File: src/rtl/beta_loader_pkg.sv
// Shared types and constants for the beta memory loader.
// No logic: state encoding, command bytes and a small elaboration helper.
// Imported by beta_mem_loader and beta_word_packer.
package beta_loader_pkg;

  // Loader FSM states
  typedef enum logic [2:0] {
    ST_IDLE   = 3'd0,
    ST_LEN_HI = 3'd1,
    ST_LEN_LO = 3'd2,
    ST_DATA   = 3'd3,
    ST_WR     = 3'd4
  } state_e;

  // Command bytes recognised in IDLE
  localparam logic [7:0] CMD_IMEM = 8'h49;  // 'I'
  localparam logic [7:0] CMD_DMEM = 8'h44;  // 'D'
  localparam logic [7:0] CMD_GO   = 8'h47;  // 'G'

  // Elaboration-time maximum, used to size shared datapaths
  function automatic int max_int(input int a, input int b);
    return (a > b) ? a : b;
  endfunction

endpackage

File: src/rtl/beta_word_packer.sv
// Byte-to-word shift register: first byte ends up in the MSBs of the word.
// Latency: word_nxt/last are combinational on the byte being accepted; state updates next edge.
// Backpressure: none of its own; the parent only presents byte_vld on an accepted handshake.
//
// Ports:
//   clk, rst_n        clock, async active-low reset
//   clear             drop any partial word and restart at byte 0
//   byte_vld/byte_dat byte accepted this cycle
//   bpw               bytes per word for the current target (runtime select)
//   word_nxt          word including the byte being accepted (valid when last=1)
//   last              the accepted byte completes a word
module beta_word_packer
  import beta_loader_pkg::*;
#(
  parameter int W  = 128,
  parameter int CW = $clog2(W / 8 + 1)
) (
  input  logic          clk,
  input  logic          rst_n,
  input  logic          clear,
  input  logic          byte_vld,
  input  logic [7:0]    byte_dat,
  input  logic [CW-1:0] bpw,
  output logic [W-1:0]  word_nxt,
  output logic          last
);

  logic [W-1:0]  shift_q, shift_d;
  logic [CW-1:0] idx_q, idx_d;

  // Shifting left means the earliest byte migrates toward the MSB. For a
  // narrower target only the low bpw*8 bits are used by the parent, so stale
  // upper bits from an earlier wide word are harmless.
  assign word_nxt = {shift_q[W-9:0], byte_dat};
  assign last     = byte_vld && ((idx_q + CW'(1)) == bpw);

  always_comb begin
    shift_d = shift_q;
    idx_d   = idx_q;
    if (clear) begin
      shift_d = '0;
      idx_d   = '0;
    end else if (byte_vld) begin
      shift_d = word_nxt;
      idx_d   = last ? '0 : idx_q + CW'(1);
    end
  end

  always_ff @(posedge clk or negedge rst_n) begin
    if (!rst_n) begin
      shift_q <= '0;
      idx_q   <= '0;
    end else begin
      shift_q <= shift_d;
      idx_q   <= idx_d;
    end
  end

endmodule

File: src/rtl/beta_mem_loader.sv
// Command-stream loader: parses I/D/G commands and writes packed words into im or dm.
// Latency: im_we/dm_we assert exactly one cycle after the last byte of a word is accepted.
// Backpressure: in_ready drops only during the single WR cycle after each completed word.
//
// Ports:
//   clk, RESET_N                 clock, async active-low reset
//   in_data/in_valid/in_ready    byte stream, valid/ready handshake
//   im_we/im_addr/im_wdata       instruction memory write port (one-cycle strobe)
//   dm_we/dm_addr/dm_wdata       data memory write port (one-cycle strobe)
//   cpu_hold                     1 keeps the beta core in reset until 'G'
//   err                          one-cycle pulse on an unknown command byte
//   busy                         1 while a load command is in progress
module beta_mem_loader
  import beta_loader_pkg::*;
#(
  parameter int IM_AW = 10,
  parameter int DM_AW = 8,
  parameter int IM_W  = 32,
  parameter int DM_W  = 128
) (
  input  logic             clk,
  input  logic             RESET_N,
  input  logic [7:0]       in_data,
  input  logic             in_valid,
  output logic             in_ready,
  output logic             im_we,
  output logic [IM_AW-1:0] im_addr,
  output logic [IM_W-1:0]  im_wdata,
  output logic             dm_we,
  output logic [DM_AW-1:0] dm_addr,
  output logic [DM_W-1:0]  dm_wdata,
  output logic             cpu_hold,
  output logic             err,
  output logic             busy
);

  localparam int PW = max_int(IM_W, DM_W);
  localparam int AW = max_int(IM_AW, DM_AW);
  localparam int CW = $clog2(PW / 8 + 1);

  localparam logic [CW-1:0] IM_BPW = CW'(IM_W / 8);
  localparam logic [CW-1:0] DM_BPW = CW'(DM_W / 8);

  // FSM and datapath state
  state_e           state_q, state_d;
  logic             tgt_dm_q, tgt_dm_d;     // 1 = current load targets dm
  logic [15:0]      count_q, count_d;       // words remaining in this load
  logic [AW-1:0]    wa_q, wa_d;             // running word address
  logic             im_we_q, im_we_d;
  logic [IM_AW-1:0] im_addr_q, im_addr_d;
  logic [IM_W-1:0]  im_wdata_q, im_wdata_d;
  logic             dm_we_q, dm_we_d;
  logic [DM_AW-1:0] dm_addr_q, dm_addr_d;
  logic [DM_W-1:0]  dm_wdata_q, dm_wdata_d;
  logic             cpu_hold_q, cpu_hold_d;
  logic             err_q, err_d;

  // Packer interface
  logic             acc;
  logic             pk_vld;
  logic             pk_clr;
  logic [CW-1:0]    pk_bpw;
  logic [PW-1:0]    pk_word;
  logic             pk_last;
  logic [15:0]      len_full;

  assign in_ready = (state_q != ST_WR);
  assign busy     = (state_q != ST_IDLE);
  assign acc      = in_valid && in_ready;
  assign pk_vld   = acc && (state_q == ST_DATA);
  // Restart the packer when a non-empty load begins so a word abandoned by an
  // earlier command can never leak into the new one.
  assign pk_clr   = acc && (state_q == ST_LEN_LO);
  assign pk_bpw   = tgt_dm_q ? DM_BPW : IM_BPW;
  assign len_full = {count_q[15:8], in_data};

  beta_word_packer #(
    .W  (PW),
    .CW (CW)
  ) u_packer (
    .clk      (clk),
    .rst_n    (RESET_N),
    .clear    (pk_clr),
    .byte_vld (pk_vld),
    .byte_dat (in_data),
    .bpw      (pk_bpw),
    .word_nxt (pk_word),
    .last     (pk_last)
  );

  always_comb begin
    state_d    = state_q;
    tgt_dm_d   = tgt_dm_q;
    count_d    = count_q;
    wa_d       = wa_q;
    im_we_d    = 1'b0;
    im_addr_d  = im_addr_q;
    im_wdata_d = im_wdata_q;
    dm_we_d    = 1'b0;
    dm_addr_d  = dm_addr_q;
    dm_wdata_d = dm_wdata_q;
    cpu_hold_d = cpu_hold_q;
    err_d      = 1'b0;

    unique case (state_q)
      ST_IDLE: begin
        if (acc) begin
          if (in_data == CMD_IMEM) begin
            tgt_dm_d   = 1'b0;
            cpu_hold_d = 1'b1;
            state_d    = ST_LEN_HI;
          end else if (in_data == CMD_DMEM) begin
            tgt_dm_d   = 1'b1;
            cpu_hold_d = 1'b1;
            state_d    = ST_LEN_HI;
          end else if (in_data == CMD_GO) begin
            cpu_hold_d = 1'b0;
          end else begin
            err_d = 1'b1;
          end
        end
      end

      ST_LEN_HI: begin
        if (acc) begin
          count_d = {in_data, count_q[7:0]};
          state_d = ST_LEN_LO;
        end
      end

      ST_LEN_LO: begin
        if (acc) begin
          count_d = len_full;
          if (len_full == 16'd0) begin
            state_d = ST_IDLE;
          end else begin
            wa_d    = '0;
            state_d = ST_DATA;
          end
        end
      end

      ST_DATA: begin
        // Address and data are captured here so they are already stable in the
        // WR cycle when the strobe is high, and they hold afterwards.
        if (pk_last) begin
          state_d = ST_WR;
          if (tgt_dm_q) begin
            dm_we_d    = 1'b1;
            dm_addr_d  = wa_q[DM_AW-1:0];
            dm_wdata_d = pk_word[DM_W-1:0];
          end else begin
            im_we_d    = 1'b1;
            im_addr_d  = wa_q[IM_AW-1:0];
            im_wdata_d = pk_word[IM_W-1:0];
          end
        end
      end

      ST_WR: begin
        // Truncating wa_q to the target width gives the mod-depth wrap.
        count_d = count_q - 16'd1;
        wa_d    = wa_q + AW'(1);
        state_d = (count_q == 16'd1) ? ST_IDLE : ST_DATA;
      end

      default: state_d = ST_IDLE;
    endcase
  end

  always_ff @(posedge clk or negedge RESET_N) begin
    if (!RESET_N) begin
      state_q    <= ST_IDLE;
      tgt_dm_q   <= 1'b0;
      count_q    <= '0;
      wa_q       <= '0;
      im_we_q    <= 1'b0;
      im_addr_q  <= '0;
      im_wdata_q <= '0;
      dm_we_q    <= 1'b0;
      dm_addr_q  <= '0;
      dm_wdata_q <= '0;
      cpu_hold_q <= 1'b1;
      err_q      <= 1'b0;
    end else begin
      state_q    <= state_d;
      tgt_dm_q   <= tgt_dm_d;
      count_q    <= count_d;
      wa_q       <= wa_d;
      im_we_q    <= im_we_d;
      im_addr_q  <= im_addr_d;
      im_wdata_q <= im_wdata_d;
      dm_we_q    <= dm_we_d;
      dm_addr_q  <= dm_addr_d;
      dm_wdata_q <= dm_wdata_d;
      cpu_hold_q <= cpu_hold_d;
      err_q      <= err_d;
    end
  end

  assign im_we    = im_we_q;
  assign im_addr  = im_addr_q;
  assign im_wdata = im_wdata_q;
  assign dm_we    = dm_we_q;
  assign dm_addr  = dm_addr_q;
  assign dm_wdata = dm_wdata_q;
  assign cpu_hold = cpu_hold_q;
  assign err      = err_q;

endmodule

File: config.mk
export PLATFORM = sky130hd
export DESIGN_NAME = beta_mem_loader
export DESIGN_NICKNAME = d
export VERILOG_FILES = /design/src/rtl/beta_loader_pkg.sv /design/src/rtl/beta_word_packer.sv /design/src/rtl/beta_mem_loader.sv
export SDC_FILE = /design/constraint.sdc
export NUM_CORES = 1
export LEC_CHECK = 0
export ABC_AREA = 1
export CELL_PAD_IN_SITES_DETAIL_PLACEMENT = 1
export CELL_PAD_IN_SITES_GLOBAL_PLACEMENT = 2
export CORE_ASPECT_RATIO = 0.5
export CORE_MARGIN = 2
export CORE_UTILIZATION = 33
export DETAILED_ROUTE_END_ITERATION = 8
export MAX_ROUTING_LAYER = met4
export PLACE_DENSITY = 0.78
export SYNTH_ARGS = -nofsm -noshare
export SYNTH_HDL_FRONTEND = slang
export SYNTH_SLANG_ARGS = --single-unit
File: constraint.sdc
create_clock -name clk -period 2.8 [get_ports clk]
set_clock_uncertainty 0.2 [all_clocks]
set_input_delay 0.56 -clock clk [delete_from_list [all_inputs] [get_ports clk]]
set_output_delay 0.56 -clock clk [all_outputs]
set_load 0.05 [all_outputs]
==> flow_metrics.py, run 1 <==
metrics = {
    "placed_design": {
        "port_buffers": 194,
        "place_area_sq_um": 16000,
        "place.detailed.hpwl_microns": 26500,
        "gp_congestion": 0.824,
    },
    "worst_setup_path": {
        "setup.worst_path.class": "reg2out",
        "crit_chain": "clkdlybuf4s50_1",
        "cp_max_fo": 2,
        "slowest_delay_ps": 850,
        "cp_slowest_cell": "clkdlybuf4s50_1",
        "critical_path_buf_inv_count": 1,
        "cp.arrival_ps": 1900,
        "critPathTopFamily": "buffers and inverters",
        "worstSetupStartpointType": "flop",
        "cp-end-kind": "output port",
        "critPathRequiredTime_ps": 2040,
    },
    "finish": {
        "layout-drive-gt1-share": 0.0614,
        "layout_common_cells": "nand2_1, dfrtp_1, clkdlybuf4s50_1",
        "nNetsFinal": 1654,
        "design_area_sq_um": 17100,
        "area_delta_synth_final_pct": 27.9,
        "layout_commonest_cell": "nand2_1",
        "fill_cells": 4550,
    },
    "pwr": {
        "vdd_ir_drop_max_uv": 344,
        "p_leak_nw": 8.25,
        "powerDensity_nw_per_um2": 826,
    },
    "cts": {
        "insertion_delay_ps": 520,
        "cts_tree": "built",
        "clk_pin_slew_ps": 60,
        "post-cts-setup-buffers": 0,
        "cts-root-buf": "clkbuf_16",
        "cts_max_level": 2,
        "cts_inserted_buffers": 34,
        "cts.sinks": 337,
        "clockBufferDepth": 3,
    },
    "drt": {
        "vias": 10600,
        "postRouteAntennaNets": 0,
        "firstDrtPassIters": 4,
        "wirelength_microns": 38500,
        "dr.first_iter.drc_count": 592,
        "routedWlPerCell_microns": 17.5,
        "drt-vias-per-instance": 4.80,
        "drc": 0,
    },
    "yosys": {
        "yosysWarnings": 0,
        "ys_seq_area_frac": 0.630,
        "syn_avg_cell_area_sq_um": 9.27,
        "ys_types": 31,
        "syn-cell-area_sq_um": 13400,
        "ys_ff_latch": 337,
        "synthCells": 1444,
        "synth_fp_nets": 1460,
    },
    "timing": {
        "finalHoldViolations": 0,
        "finalSetupViolCount": 0,
        "grt_setup_unrepaired": "false",
        "final_max_slew_viol_count": 0,
        "fin_tns_setup_ps": 0,
        "fin_crit_ps": 2660,
        "relSlewSlack": 0.606,
        "max_slew.worst_pin.slew_ps": 590,
        "period_share": 0.951,
        "fmax_ghz": 0.375,
    },
    "run_status": {
        "status": "finished, final reports clean",
    },
    "die": {
        "dieHeight_microns": 146,
        "dieArea_sq_um": 42300,
        "rows": 52,
        "initial_core_util": 0.333,
        "ioPinCount": 195,
        "core_area_sq_um": 40200,
        "chipWidth_microns": 289,
    },
    "flow_run": {
        "cap_violations": 0,
    },
    "global_route": {
        "grt_pass1_wl_microns": 62600,
        "overflow": 0,
        "use_met1": 0.245,
        "grt_pass1_vias": 11600,
        "antenna_found_initial": 1,
        "grt_use_met3": 0.0267,
        "busiest_layer": "met2",
        "grt_max_degree": 84,
        "grt_usage": 0.191,
        "use_met2": 0.321,
    },
    "min_path": {
        "hold_class": "reg2reg",
    },
}
cell type report:
| class | instances | area, sq um | share of cell area |
|---|---|---|---|
| Timing Repair Buffer | 226 | 2350 | 0.137 |
| Tap cell | 540 | 676 | 0.0395 |
| Antenna cell | 1 | 2.50 | 0.000146 |
| Inverter | 173 | 652 | 0.0381 |
| Clock inverter | 9 | 81.3 | 0.00475 |
| Multi-Input combinational cell | 866 | 3950 | 0.231 |
| Clock buffer | 50 | 981 | 0.0573 |
| Sequential cell | 337 | 8430 | 0.493 |
per-layer routing:
metal / routed length, microns / up-vias
met2: 19400 / 122
met3: 1020 / 51
li1: - / 4984
met1: 17400 / 5402
met4: 678 / 0
met5: 0 / -
timing repair:
item | 4_1_cts | 5_1_grt
gates resized for setup | 2 | 0
hold buffers | 1 | 0
setup endpoints to repair | 1 | 0
hold endpoints to repair | 45 | 0
cells in the mapped netlist, drive strengths merged:
cell | count | area, sq um
a22o | 1 | 8.76
xor2 | 5 | 43.8
a22oi | 8 | 60.1
o21bai | 1 | 7.51
ha | 5 | 62.6
inv | 172 | 646
o21ai | 71 | 355
o22ai | 122 | 763
nand2 | 533 | 2000
clkinv | 1 | 3.75
dfrtp | 336 | 8410
nand4 | 9 | 56.3
a21oi | 19 | 95.1
clkbuf | 30 | 113
nor2 | 39 | 179
nor3 | 4 | 20.0
nand3 | 45 | 248
buf | 38 | 268
nor3b | 1 | 7.51
dfstp | 1 | 26.3
or2 | 2 | 12.5
and2 | 1 | 6.26
sequential cells by signal (all words and copies together), names as in the netlist, 3 cells and up:
| name | count |
|---|---|
| dm_wdata | 128 |
| u_packer.idx_q | 5 |
| state_q | 3 |
| dm_addr | 8 |
| wa_q | 10 |
| count_q | 16 |
| im_wdata | 32 |
| u_packer.shift_q | 120 |
| im_addr | 10 |
path summary, 6_finish.rpt:
kind	start	to	slack, ps	cells after the start
min in group asynchronous	RESET_N	dm_wdata[11]	340	2
setup / recovery	cpu_hold	cpu_hold	140	1
setup reg to reg	u_packer.idx_q[0]	dm_wdata[43]	340	11
max in group asynchronous	RESET_N	dm_wdata[82]	1230	3
hold / removal	dm_wdata[36]	dm_wdata[36]	270	2
hold reg to reg	dm_wdata[36]	dm_wdata[36]	270	2
kinds of logic (layout without fill, tap and decap cells):
logic type | after synthesis | in the layout | share of synthesized area
adder cells (fa/ha/maj) | 5 | 5 | 0.00467
AO/OA/AOI/OAI | 222 | 222 | 0.0963
buffers and inverters | 241 | 458 | 0.0769
other | 0 | 1 | 0
AND/OR/NAND/NOR | 634 | 634 | 0.189
flip-flops | 337 | 337 | 0.630
XOR/XNOR | 5 | 5 | 0.00327
power breakdown:
| group | total [W] | internal [W] | leakage (nW) | switching, W |
|---|---|---|---|---|
| Sequential | 0.00643 | 0.00582 | 4.62 | 0.000610 |
| Combinational | 0.00326 | 0.000998 | 3.10 | 0.00227 |
| Clock | 0.00446 | 0.00253 | 0.528 | 0.00193 |
| Total | 0.0141 | 0.00934 | 8.25 | 0.00481 |
per-stage QoR:
step / hold slack, ps / setup WS (ps) / total power [W] / util / std cells
6_report: 271 / 137 / 0.0141 / 0.426 / 2202
5_1_grt: 287 / 101 / 0.0150 / 0.426 / 2202
4_1_cts: 277 / 91.0 / 0.0143 / 0.426 / 2201
3_5_place_dp: 262 / 177 / 0.00977 / 0.399 / 2141
3_3_place_gp: 256 / 209 / 0.00959 / 0.399 / 2141
2_1_floorplan: 64.4 / 736 / 0.00852 / - / 1444
No activity file was read; power rests on OpenSTA's default activity.
==> run 2, diff against run 1 <==
RECOVER_POWER = 100   (was default)
==> run 2 against run 1 <==
Effect of this change:
- non-clock buffer count stayed put
- critical path depth unchanged
- sequential cell count stayed put
- largest power group unchanged
==> flow_metrics.py, run 2 (synthesis gave the netlist of run 1 again) <==
metrics = {
    "placed_design": {
        "place.detailed.hpwl_microns": 26500,
        "dp_worst_setup_slack_ps": 177,
        "port_buffers": 194,
        "placed_cells": 2141,
        "gp_congestion": 0.824,
    },
    "worst_setup_path": {
        "r2r_start": "u_packer.idx_q[0]",
        "worstSetupStartpointType": "flop",
        "cp-end-kind": "output port",
        "reg2reg_to": "dm_wdata[100]",
        "critPathTopFamily": "buffers and inverters",
        "crit_end": "cpu_hold",
        "cp_max_fo": 2,
        "worstRegToRegCells": 11,
        "rrSetupSlack_ps": 280,
        "critical_path_buf_inv_count": 1,
        "critPathRequiredTime_ps": 2040,
        "crit_chain": "clkdlybuf4s50_1",
        "cp.arrival_ps": 1910,
        "cp_slowest_cell": "clkdlybuf4s50_1",
        "worstSetupStartpoint": "cpu_hold",
        "setup.worst_path.class": "reg2out",
        "path_depth": 1,
        "slowest_delay_ps": 850,
    },
    "cts": {
        "clockBufferDepth": 3,
        "cts_inserted_buffers": 34,
        "insertion_delay_ps": 520,
        "cts-root-buf": "clkbuf_16",
        "cts.sinks": 337,
        "cts_tree": "built",
        "cts_max_level": 2,
        "clk_pin_slew_ps": 60,
    },
    "finish": {
        "layout-drive-gt1-share": 0.0602,
        "fill_cells": 4558,
        "layout_common_cells": "nand2_1, dfrtp_1, dlygate4sd3_1",
        "layout_commonest_cell": "nand2_1",
        "final_cells": 2202,
        "area_delta_synth_final_pct": 27.1,
        "largest_reg_flops": 128,
        "nNetsFinal": 1654,
    },
    "min_path": {
        "hold_class": "reg2reg",
        "hold_depth": 2,
    },
    "timing": {
        "hold_ws_ps": 265,
        "fin_crit_ps": 2670,
        "period_share": 0.952,
        "fmax_ghz": 0.375,
        "fin_ws_ps": 134,
        "finalHoldViolations": 0,
        "max_slew.worst_pin.slew_ps": 1410,
        "grt_setup_unrepaired": "false",
        "final_max_slew_viol_count": 0,
        "finalSetupViolCount": 0,
        "relSlewSlack": 0.0574,
        "fin_tns_setup_ps": 0,
    },
    "global_route": {
        "use_met1": 0.245,
        "grt_use_met3": 0.0267,
        "grt_pass1_vias": 11600,
        "use_met2": 0.321,
        "overflow": 0,
        "antenna_found_initial": 1,
        "grt_usage": 0.191,
        "busiest_layer": "met2",
        "grt_pass1_wl_microns": 62600,
        "grt_max_degree": 84,
    },
    "drt": {
        "wirelength_microns": 38400,
        "dr.first_iter.drc_count": 613,
        "drt-vias-per-instance": 4.79,
        "routedWlPerCell_microns": 17.4,
        "postRouteAntennaNets": 0,
        "firstDrtPassIters": 5,
        "drc": 0,
        "vias": 10600,
    },
    "die": {
        "dieHeight_microns": 146,
        "core_area_sq_um": 40200,
        "initial_core_util": 0.333,
        "rows": 52,
        "ioPinCount": 195,
        "dieArea_sq_um": 42300,
        "chipWidth_microns": 289,
    },
    "run_status": {
        "status": "finished, final reports clean",
    },
    "pwr": {
        "vdd_ir_drop_max_uv": 344,
        "powerDensity_nw_per_um2": 826,
        "finalPower_w": 0.0141,
        "p_leak_nw": 8.86,
    },
    "flow_run": {
        "cap_violations": 0,
    },
}
## run 2: routing by layer
layer	up-vias	routed length (microns)
met2	110	19500
met3	50	1000
met5	-	0
met4	0	643
met1	5407	17200
li1	4988	-
## run 2: timing repair
| item | 4_1_cts | 5_1_grt |
|---|---|---|
| endpoints found under the setup margin | 1 | 0 |
| hold endpoints to repair | 45 | 0 |
| hold buffers | 1 | 0 |
| buffers inserted | 0 | 0 |
| resized for setup | 2 | 0 |
## run 2: worst min-delay path by stage
| stage | slack [ps] | from | end |
|---|---|---|---|
| 3_5_place_dp | 260 | dm_wdata[44] | dm_wdata[44] |
| 5_1_grt | 290 | u_packer.shift_q[39] | dm_wdata[47] |
| 2_1_floorplan | 60 | RESET_N | count_q[0] |
| 3_3_place_gp | 260 | u_packer.shift_q[6] | dm_wdata[14] |
| 6_report | 270 | dm_wdata[36] | dm_wdata[36] |
| 4_1_cts | 280 | u_packer.shift_q[32] | dm_wdata[40] |
## run 2: final cells by class
type | count | area, sq um | share of cell area
Inverter | 173 | 652 | 0.0383
Timing Repair Buffer | 226 | 2250 | 0.132
Tap cell | 540 | 676 | 0.0397
Clock buffer | 50 | 981 | 0.0576
Antenna cell | 1 | 2.50 | 0.000147
Clock inverter | 9 | 81.3 | 0.00478
Sequential cell | 337 | 8430 | 0.496
Multi-Input combinational cell | 866 | 3940 | 0.232
## run 2: metrics by stage
step / utilization / cell area [sq um]
3_3_place_gp: 0.399 / 16000
6_report: 0.423 / 17000
3_5_place_dp: 0.399 / 16000
4_1_cts: 0.426 / 17100
5_1_grt: 0.423 / 17000
2_1_floorplan: - / 13400
## run 2: power by group
group	total [W]	internal (W)	switching, W	leakage, nW
sequential	0.00642	0.00582	0.000606	4.62
combinational	0.00319	0.000934	0.00225	3.71
clock	0.00445	0.00253	0.00193	0.528
## run 2: worst reg2reg max path, stage by stage (launching register included)
cell and delay (ps):
dfrtp_1 450, ha_1 260, inv_1 70, nand2_1 90, nand2_1 80, o21ai_1 250
nand3_4 150, nor2_4 210, inv_4 180, clkbuf_2 290, nand2_1 130, nand2_1 70
==> run 3, diff against run 2 <==
REMOVE_ABC_BUFFERS = 1   (was default)
==> run 3 against run 2 <==
Effect of this change:
- the run now ends with capacitance limit, slew limit left
- combinational power fell by 2%
- power increased by 3.4%
- die area did not move
- register-to-register slack about the same
- clock power increased by 12%
- critical path type unchanged
- highest routed layer unchanged
==> flow_metrics.py, run 3 (synthesis gave the netlist of run 1 again) <==
metrics = {
    "cts": {
        "clk_pin_slew_ps": 70,
        "cts_max_level": 2,
        "insertion_delay_ps": 520,
        "cts-root-buf": "clkbuf_16",
        "post-cts-setup-buffers": 0,
        "cts_inserted_buffers": 34,
        "clockBufferDepth": 3,
        "cts_tree": "built",
        "cts.sinks": 337,
    },
    "placed_design": {
        "gp_congestion": 0.798,
        "port_buffers": 194,
        "place.detailed.hpwl_microns": 25500,
        "place_area_sq_um": 16100,
        "placed_cells": 2144,
    },
    "pwr": {
        "powerDensity_nw_per_um2": 840,
        "switching_share": 0.323,
        "pwr-share-comb": 0.216,
        "p_switching_w": 0.00470,
        "vdd_ir_drop_max_uv": 380,
        "p_int_w": 0.00984,
        "p_seq_frac": 0.440,
        "pwr-share-clk": 0.344,
        "p_leak_nw": 8.99,
    },
    "worst_setup_path": {
        "cp_slowest_cell": "dlygate4sd3_1",
        "worstSetupStartpointType": "flop",
        "crit_chain": "dlygate4sd3_1",
        "critPathRequiredTime_ps": 2040,
        "setup.worst_path.class": "reg2out",
        "critical_path_buf_inv_count": 1,
        "cp-end-kind": "output port",
        "critPathTopFamily": "buffers and inverters",
        "cp.arrival_ps": 1940,
        "slowest_delay_ps": 870,
        "r2r_start": "u_packer.idx_q[0]",
        "cp_max_fo": 2,
        "worstSetupStartpoint": "cpu_hold",
    },
    "timing": {
        "period_share": 0.963,
        "grt_setup_unrepaired": "false",
        "relSlewSlack": -0.0658,
        "final_max_slew_viol_count": 56,
        "fin_tns_setup_ps": 0,
        "finalSetupViolCount": 0,
        "finalHoldViolations": 0,
        "fmax_ghz": 0.371,
        "max_slew.worst_pin.slew_ps": 1600,
        "fin_crit_ps": 2700,
    },
    "min_path": {
        "hp-start": "dm_wdata[38]",
        "hold_class": "reg2reg",
    },
    "run_status": {
        "violations": "capacitance limit, slew limit",
        "status": "complete, but fails checks",
    },
    "global_route": {
        "grt_usage": 0.188,
        "grt_pass1_vias": 11500,
        "grt_max_degree": 121,
        "overflow": 0,
        "grt_pass1_wl_microns": 62100,
        "antenna_found_initial": 0,
    },
    "finish": {
        "multi_input_area_sq_um": 3940,
        "fin_util": 0.430,
        "final_cells": 2204,
        "layout_common_cells": "nand2_1, dfrtp_1, dlygate4sd3_1",
        "nNetsFinal": 1657,
        "area_delta_synth_final_pct": 29.2,
        "fill_cells": 4559,
        "num_antenna_cells": 0,
        "layout-drive-gt1-share": 0.0649,
        "design_area_sq_um": 17300,
        "largest_reg_flops": 128,
        "layout_commonest_cell": "nand2_1",
        "seqCellArea_sq_um": 8430,
    },
    "drt": {
        "drc": 0,
        "drt-vias-per-instance": 4.76,
        "routedWlPerCell_microns": 17.2,
        "postRouteAntennaNets": 0,
        "wirelength_microns": 37800,
        "firstDrtPassIters": 4,
        "dr.first_iter.drc_count": 534,
        "vias": 10500,
    },
    "die": {
        "dieArea_sq_um": 42300,
        "dieHeight_microns": 146,
        "rows": 52,
        "ioPinCount": 195,
        "initial_core_util": 0.333,
        "chipWidth_microns": 289,
        "core_area_sq_um": 40200,
    },
    "flow_run": {
        "cap_violations": 1,
    },
}
-- run 3: cell types whose count changed in the layout (fill, tap and decap cells not counted), sizes merged, moves of 3 or more --
cell | previous run | this run
bufinv | 1 | 5
buf | 25 | 30
clkinv | 9 | 5
clkbuf | 59 | 56
-- run 3: timing repair --
item,4_1_cts,5_1_grt
endpoints found under the hold margin,50,0
endpoints found under the setup margin,1,1
hold buffers,1,0
resized for setup,1,1
gates cloned,0,0
-- run 3: per-layer routing --
| metal | share of wire | global-route usage | vias to the layer above |
|---|---|---|---|
| met2 | 0.52 | 0.329 | 92 |
| li1 | - | - | 4998 |
| met4 | 0.019 | 0.0428 | 0 |
| met3 | 0.020 | 0.0234 | 54 |
| met5 | 0 | - | - |
| met1 | 0.44 | 0.233 | 5342 |
-- run 3: metrics by stage --
stage | setup slack, ps | hold WS (ps) | total power, W
floorplan | -3250 | 64.4 | 0.00847
global placement | 184 | 254 | 0.00947
detailed placement | 127 | 260 | 0.00967
CTS | 86.2 | 276 | 0.0148
global route | 68.5 | 282 | 0.0154
finish | 104 | 265 | 0.0145
-- run 3: final cells by class --
cell class | instances | area share
clock buffer | 49 | 0.0602
clock inverter | 10 | 0.0106
inverter | 173 | 0.0377
multi-input combinational | 866 | 0.228
sequential | 337 | 0.488
tap | 540 | 0.0391
timing repair buffer | 229 | 0.137
-- run 3: worst paths after layout --
path	endpoint	slack, ps	cells after the start
worst max-delay path	cpu_hold	100	1
worst min-delay path	dm_wdata[38]	260	2
worst max register to register	dm_wdata[125]	290	11
worst min register to register	dm_wdata[38]	260	2
max in group asynchronous	dm_wdata[80]	420	3
min in group asynchronous	im_addr[2]	790	2
-- run 3: worst min-delay path, delay by kind of cell (launching register included) --
family	cells	cell delay, ps
DFF	1	340
and+or+nand+nor	2	90
-- run 3: power groups by stage --
stage	logic (W)	registers (W)	clock network, W
global placement	0.00304	0.00643	0
detailed placement	0.00318	0.00649	0
floorplan	0.00194	0.00653	0
CTS	0.00323	0.00640	0.00515
global route	0.00354	0.00653	0.00534
finish	0.00314	0.00640	0.00500
